==> src/rtl/pwm_decoder_if.sv <==
// Signal bundle between a PWM decoder and its user: enable and raw PWM in,
// decoded position plus status strobes out.
interface pwm_decoder_if #(
    parameter int WPOS = 8
);
    logic            ena;
    logic            pwm_in;
    logic [WPOS-1:0] pos;
    logic            valid;
    logic            err;
    logic            present;

    modport slave  (input  ena, pwm_in, output pos, valid, err, present);
    modport master (output ena, pwm_in, input  pos, valid, err, present);
endinterface

==> src/rtl/pwm_decoder.sv <==
// Servo PWM decoder: measures the high time of each pulse and converts it back
// into a WPOS-bit position, with glitch/stuck-line detection and presence.
module pwm_decoder #(
    parameter int TCLK_NS = 20,
    parameter int TDUT_NS = 20_000_000,
    parameter int TMIN_NS = 500_000,
    parameter int TMAX_NS = 2_500_000,
    parameter int WPOS    = 8
) (
    input  logic          clk,
    input  logic          rst_,
    pwm_decoder_if.slave  bus
);
    localparam int NDUT = TDUT_NS / TCLK_NS;
    localparam int NMIN = TMIN_NS / TCLK_NS;
    localparam int M    = (TMAX_NS - TMIN_NS) / (TCLK_NS * (2 ** WPOS));
    localparam int CW   = $clog2(NDUT + 1);
    localparam int PW   = (M > 1) ? $clog2(M) : 1;

    localparam logic [CW-1:0]   NDUT_C  = CW'(NDUT);
    localparam logic [CW-1:0]   NDUT_M1 = CW'(NDUT - 1);
    localparam logic [CW-1:0]   NMIN_C  = CW'(NMIN);
    localparam logic [PW-1:0]   M_M1    = PW'(M - 1);
    localparam logic [WPOS-1:0] POS_MAX = '1;

    typedef enum logic [1:0] {IDLE, WAIT_RISE, HIGH, CHECK} state_t;

    state_t          state, state_d;
    logic [CW-1:0]   width, width_d;
    logic [CW-1:0]   low, low_d;
    logic [PW-1:0]   presc, presc_d;
    logic [WPOS-1:0] acc, acc_d;
    logic [WPOS-1:0] pos_q, pos_d;
    logic            valid_q, valid_d;
    logic            err_q, err_d;
    logic            present_q, present_d;

    logic s1, s2, s3;
    logic rise, fall;

    // NOTE: the synchronizer is deliberately not reset so that a line already
    // high when reset releases is seen as high, and IDLE discards that pulse.
    always_ff @(posedge clk) begin
        s1 <= bus.pwm_in;
        s2 <= s1;
        s3 <= s2;
    end

    assign rise = s2 & ~s3;
    assign fall = ~s2 & s3;

    always_ff @(posedge clk) begin
        if (rst_) begin
            state     <= IDLE;
            width     <= '0;
            low       <= '0;
            presc     <= '0;
            acc       <= '0;
            pos_q     <= '0;
            valid_q   <= 1'b0;
            err_q     <= 1'b0;
            present_q <= 1'b0;
        end else begin
            state     <= state_d;
            width     <= width_d;
            low       <= low_d;
            presc     <= presc_d;
            acc       <= acc_d;
            pos_q     <= pos_d;
            valid_q   <= valid_d;
            err_q     <= err_d;
            present_q <= present_d;
        end
    end

    // NOTE: every signal gets a default before the case so no path leaves one
    // unassigned and no latch is inferred.
    always_comb begin
        state_d   = state;
        width_d   = width;
        low_d     = low;
        presc_d   = presc;
        acc_d     = acc;
        pos_d     = pos_q;
        valid_d   = 1'b0;
        err_d     = 1'b0;
        present_d = present_q;

        unique case (state)
            IDLE: begin
                width_d = '0;
                low_d   = '0;
                presc_d = '0;
                acc_d   = '0;
                if (!s2) state_d = WAIT_RISE;
            end
            WAIT_RISE: begin
                if (rise) begin
                    state_d = HIGH;
                    width_d = CW'(1);
                    presc_d = '0;
                    acc_d   = '0;
                end else if (low != NDUT_C) begin
                    low_d = low + 1'b1;
                    if (low == NDUT_M1) present_d = 1'b0;
                end
            end
            HIGH: begin
                if (fall) begin
                    state_d = CHECK;
                end else if (width == NDUT_M1) begin
                    // line stuck high for a whole frame
                    err_d     = 1'b1;
                    present_d = 1'b0;
                    state_d   = IDLE;
                end else begin
                    width_d = width + 1'b1;
                    if (width >= NMIN_C) begin
                        if (presc == M_M1) begin
                            presc_d = '0;
                            if (acc != POS_MAX) acc_d = acc + 1'b1;
                        end else begin
                            presc_d = presc + 1'b1;
                        end
                    end
                end
            end
            CHECK: begin
                state_d = WAIT_RISE;
                low_d   = '0;
                if (width >= NMIN_C) begin
                    pos_d     = acc;
                    valid_d   = 1'b1;
                    present_d = 1'b1;
                end else begin
                    err_d = 1'b1;
                end
            end
            default: state_d = IDLE;
        endcase

        if (!bus.ena) begin
            state_d   = IDLE;
            width_d   = '0;
            low_d     = '0;
            presc_d   = '0;
            acc_d     = '0;
            valid_d   = 1'b0;
            err_d     = 1'b0;
            present_d = 1'b0;
        end
    end

    assign bus.pos     = pos_q;
    assign bus.valid   = valid_q;
    assign bus.err     = err_q;
    assign bus.present = present_q;
endmodule

==> src/flat_wrapper.sv <==
// flat-port wrapper written by rule: the top's interface ports become plain ports
module pwm_decoder_flat 
#(
    parameter int TCLK_NS = 20,
    parameter int TDUT_NS = 20_000_000,
    parameter int TMIN_NS = 500_000,
    parameter int TMAX_NS = 2_500_000,
    parameter int WPOS    = 8
)
  (clk, rst_, bus_ena, bus_pwm_in, bus_pos, bus_valid, bus_err, bus_present);
  pwm_decoder_if #(.WPOS(WPOS)) bus_i ();
  input  logic clk;
  input  logic rst_;
  input wire logic [$bits(bus_i.ena)-1:0] bus_ena;
  input wire logic [$bits(bus_i.pwm_in)-1:0] bus_pwm_in;
  output wire logic [$bits(bus_i.pos)-1:0] bus_pos;
  output wire logic [$bits(bus_i.valid)-1:0] bus_valid;
  output wire logic [$bits(bus_i.err)-1:0] bus_err;
  output wire logic [$bits(bus_i.present)-1:0] bus_present;
  assign bus_i.ena = bus_ena;
  assign bus_i.pwm_in = bus_pwm_in;
  assign bus_pos = bus_i.pos;
  assign bus_valid = bus_i.valid;
  assign bus_err = bus_i.err;
  assign bus_present = bus_i.present;
  pwm_decoder #(.TCLK_NS(TCLK_NS), .TDUT_NS(TDUT_NS), .TMIN_NS(TMIN_NS), .TMAX_NS(TMAX_NS), .WPOS(WPOS)) u_core (.clk(clk), .rst_(rst_), .bus(bus_i));
endmodule
==> config.mk <==
export PLATFORM = sky130hd
export DESIGN_NAME = pwm_decoder_flat
export DESIGN_NICKNAME = d
export VERILOG_FILES = /design/src/rtl/pwm_decoder_if.sv /design/src/rtl/pwm_decoder.sv /design/src/flat_wrapper.sv
export SDC_FILE = /design/constraint.sdc
export NUM_CORES = 1
export LEC_CHECK = 0
export CORE_ASPECT_RATIO = 0.8
export CORE_UTILIZATION = 60
export DETAILED_ROUTE_END_ITERATION = 10
export PLACE_DENSITY = 0.79
export RECOVER_POWER = 25
export SYNTH_ARGS = -nofsm -noshare
export SYNTH_HDL_FRONTEND = slang
export SYNTH_SLANG_ARGS = --single-unit
==> constraint.sdc <==
create_clock -name clk -period 5.5 [get_ports clk]
set_clock_uncertainty 0.15 [all_clocks]
set_input_delay 1.375 -clock clk [delete_from_list [all_inputs] [get_ports clk]]
set_output_delay 1.375 -clock clk [all_outputs]
set_load 0.05 [all_outputs]
# Yosys cells after proc, flatten, opt, wreduce, memory -nomap -nowiden
# Index checks and enable logic that the tools add are counted.
# W data, S select, Z words.
[word_totals] register_bits=73 wordCells=95 rom_bits=0 inputBits=4 mem_count=0 mem_bits_rw=0 latch_bits=0 output_inout_bits=11
[classes] div_mod_pow=0 n_eq_ne=21 n_reduce_logical=14 mux=37 add_sub_neg=4 bitwise=6 shifts=0 n_mul=0 n_lt_le_gt_ge=1
[ops] op="$mux W20" count=5
[ops] op="$pmux W20 S3" count=1
[ops] op="$mux W8" count=6
[ops] op="$mux W9" count=5
[ops] op="$add A20 B1 Y20 const B" count=2
[ops] op="$eq A20 B20 Y1 const B" count=2
[ops] op="$pmux W20 S2" count=1
[ops] op="$pmux W9 S3" count=1
[ops] op="$pmux W8 S3" count=1
[ops] op="$ge A20 B15 Y1 const B" count=1
[ops] op="$ne A20 B20 Y1 const B" count=1
[ops] op="$ne A2 B1 Y1 const B" count=8
[ops] op="$reduce_and A7 Y1" count=2
[ops] op="$mux W1" count=10
[ops] op="$add A9 B1 Y9 const B" count=1
[ops] op="$eq A9 B9 Y1 const B" count=1
[ops] op="$add A8 B1 Y8 const B" count=1
[ops] op="$mux W2" count=4
[ops] op="$ne A2 B2 Y1 const B" count=4
[ops] op="$ne A8 B8 Y1 const B" count=1
[ops] op="$pmux W2 S4" count=1
[ops] op="$reduce_and A3 Y1" count=2
[ops] op="$reduce_bool A3 Y1" count=2
[ops] op="$reduce_and A5 Y1" count=1
[ops] op="other kinds (13)" count=19

# Depth between registers and ports, before layout
[logic_depth] word_depth=7 ltp_mapped=10 ltp_nobuf=8

# Least setup slack after synthesis
# No wires, ideal clock.
[synth_path] path_kind="input port to flip-flop" startpoint="input rst_" endpoint="register u_core.presc[7]" required_time_ns=5.266 slack_ns=2.619 arrival_ns=2.647 cell_stages=5 setup_time_ns=0.084 path_buffers=2 path_cell_list="clkbuf_1 nand2b_1 or4_1 buf_6 o31ai_2"
[synth_via] elab_chain_cells=1
[synth_rtl] item="start, declared" line_no="flat_wrapper.sv:13" source="input logic rst_;"
[synth_rtl] item="$reduce_or A2 Y1 (no line)"
[synth_rtl] item="end signal, assigned" line_no="pwm_decoder.sv:67" source="presc <= presc_d;"
[synth_rtl] item="end, declared" line_no="pwm_decoder.sv:31" source="logic [PW-1:0] presc, presc_d;"
# No other way between the ends.
# A chain may end at the register's enable or synchronous reset.

# Final worst setup path
# Ends and elaborated chain as after synthesis.

==> metrics.md <==
| Metric | Value |
|---|---|
| FFs w/ async S/R, synth | 0% |
| DPL Wire Length | 5970 um |
| Status | finished, final reports clean |
| # fillers | 497 |
| First-pass DRT Iterations | 5 |
| First-pass GRT wire length | 14,500 um |
| H-tree depth | 3 |
| Worst Path Max Fanout | 15 |
| Mean Syn Cell Area | 8.65 um2 |
| Setup TNS | 0 ns |
| Worst-margin pin slew | 0.804 ns |
| Syn Std Cell Area | 0.00384 mm2 |
| P&R area growth vs syn | 9.18% |
| Multi-input gate area | 0.00223 mm2 |
| Gpl congestion | 0.901 |
| Worst Path Required | 5.62 ns |
| Sequential area share after synthesis | 38.0% |
| Max Clock Freq | 280 MHz |
| Die height | 73.6 um |
| Hold-fix buffers, CTS | 0 |
| Pwr dens | 235 mW/mm2 |
| Hold slack | 0.203 ns |
| Cells along the critical path | dlygate4sd3_1 -> nand2b_1 -> or4_1 -> o31ai_2 |
| Seq cells post-synth | 73 |
| Worst IR drop on VDD | 0.000220 V |
| Die Area | 0.00673 mm2 |
| Final period util | 65.0% |
| WS Path Type | in -> reg |
| Rows | 25 |
| Final slew viol count | 0 |
| Max capacitance violation total | 0 |
| Total gr overflow | 0 |
| Final wirelength | 8460 um |
| DRC Markers | 0 |
| Worst Setup End Kind | flip-flop |
| Yosys warnings | 0 |
| Met3 Usage GRT | 7.97% |
| Antenna cells | 0 |
| Worst rel slew slack | 45.9% |
| Nets | 471 |
| CTS tree | built |
| I/O Buffers | 14 |
| Setup Fix Bufs, Post-CTS | 0 |
| Share of cells above drive strength 1 | 9.15% |
| Leakage Power | 1.44 nW |
| Dominant cells by area after synthesis | dfxtp_1, nor2_1, ha_1, xor2_1, and3_1 |
| Reg clk slew, reported paths | 0.07 ns |
| Via density | 6.18 |
| Sink Count | 73 |
| Top_reg_cell synth | dfxtp_1 |
| Mapped Cells | 444 |
| Met1 Usage GRT | 35.7% |
| Distinct cells, synth | 61 |
| Die Wd | 91.5 um |
| Clock root buffer | clkbuf_8 |
| Hold/Removal Path Class | reg -> reg |
| Fin crit period | 3.57 ns |
| EDFF count, synth | 0 |
| Synth Net Count | 461 |
| Gr usage total | 27.2% |
| Unrepaired setup endpoints after global routing | false |
| I/O pins | 15 |
| Routed len/inst | 15.7 um |
| Gr busiest metal | met2 |
| Largest net degree at the start of global routing | 20 |
| Routing usage on met2 | 43.8% |
| Max incr delay on CP | 0.88 ns |
| Core area | 0.00604 mm2 |
| Most frequent cells in the layout | dfxtp_1, nor2_1, nand2_1, nand3_1, o21ai_0 |
| Hold Vio Cnt, Final | 0 |
| Area leader, netlist | dfxtp_1 |
| Critical path startpoint category | primary input |
| Via count | 3,339 |
| Number of global-route vias before repair | 3,107 |
| Top cell type's share of synthesized area | 38.0% |
| Register area | 0.00146 mm2 |
| Initial DRC count | 184 |
| Number of clock buffers inserted by TritonCTS | 9 |
| Clock Latency Late Sink | 0.36 ns |
| Initial antenna violation count | 0 |
| Antenna Nets Post-Route | 0 |
| Most common cell after layout, fill and taps aside | dfxtp_1 |
| Slowest-stage cell, CP | or4_1 |
| Post-cts sizing count | 0 |
| Initial Util | 63.6% |
| Clk buf depth | 2 |
| Worst path arrival time | 3.69 ns |
| Final setup viols | 0 |
[cells by family after synthesis]
logic type / Yosys count / synth area share [%]
muxes: 10 / 2.61
and+or+nand+nor: 203 / 28.9
adders and majority gates: 13 / 4.23
buffers and inverters: 29 / 3.84
AOI/OAI and AO/OA: 90 / 16.4
xor gates and xnor gates: 26 / 5.93
DFF: 73 / 38.0
[final cells by class]
class	count	share of cell area, %
repair buffers	17	3.88
flip-flops and latches	73	34.8
well taps	81	2.42
clock buffers	9	2.95
multi-input cells	342	53.2
clock inverters	7	1.70
inverters	11	0.984
[flip-flops by register name, indices dropped and copies added, names as in the netlist, 2 cells and up]
signal and flops:
u_core.acc 8, u_core.bus.pos 8, u_core.state 2, u_core.presc 9
u_core.low 20, u_core.width 20
[critical path: cells and delay by family]
| family | cells | cell delay [ns] |
|---|---|---|
| AND/OR/NAND/NOR | 2 | 1.35 |
| buffers and inverters | 1 | 0.67 |
| AO/OA/AOI/OAI | 1 | 0.29 |
[synth_stat cells, types with 2 or more instances]
| master | instances |
|---|---|
| buf_6 | 2 |
| o21a_1 | 3 |
| a31oi_1 | 2 |
| nand3b_1 | 3 |
| o21ai_2 | 7 |
| or3_1 | 8 |
| a21oi_1 | 16 |
| nand2_1 | 29 |
| o21ai_0 | 18 |
| clkbuf_1 | 9 |
| o22ai_1 | 3 |
| buf_2 | 5 |
| o311ai_0 | 2 |
| o21ai_1 | 3 |
| a21oi_2 | 3 |
| a32oi_1 | 2 |
| o31ai_2 | 2 |
| nor4b_1 | 5 |
| nand2b_1 | 7 |
| o211ai_1 | 6 |
| dfxtp_1 | 73 |
| nor4_1 | 3 |
| xor2_1 | 16 |
| xnor2_1 | 10 |
| nor2_1 | 54 |
| nand3_1 | 22 |
| ha_1 | 13 |
| nor3_1 | 7 |
| inv_1 | 11 |
| nor2b_1 | 8 |
| and3_1 | 18 |
| and2_1 | 3 |
| o31ai_1 | 10 |
| nand4_1 | 14 |
| mux2i_1 | 10 |
| and4_1 | 2 |
| or4_1 | 11 |
[routing by layer]
metal,share of wire [%],up-vias,wire (um)
li1,-,1635,-
met1,48,1592,4080
met2,44,101,3760
met3,6.0,11,509
met4,1.2,0,105
met5,0,-,0
[power by group]
part           internal (mW)  switching, mW  total (mW)
clock                  0.208          0.203       0.411
combinational         0.0116         0.0287      0.0403
sequential             0.530        0.00269       0.533
total                  0.750          0.234       0.984
[per-stage QoR]
stage / setup slack, ns / area, um2 / total power [mW] / utilization, % / cells
2_1_floorplan: 2.62 / 3840 / 0.576 / - / 444
3_3_place_gp: 1.69 / 4010 / 0.584 / 66.3 / 524
3_5_place_dp: 1.66 / 4010 / 0.585 / 66.3 / 524
4_1_cts: 2.01 / 4200 / 0.993 / 69.6 / 540
5_1_grt: 1.85 / 4200 / 1.02 / 69.5 / 540
6_report: 1.93 / 4200 / 0.984 / 69.5 / 540
[worst paths after layout]
check,end,startpoint,slack [ns],depth (start not counted)
hold reg to reg,u_core.s2,u_core.s1,0.20,0
setup / recovery,u_core.presc[7],rst_,1.93,4
hold / removal,u_core.s2,u_core.s1,0.20,0
setup reg to reg,u_core.presc[7],u_core.state[0],2.06,8
Note: power is estimated with default switching activity, not from simulation.
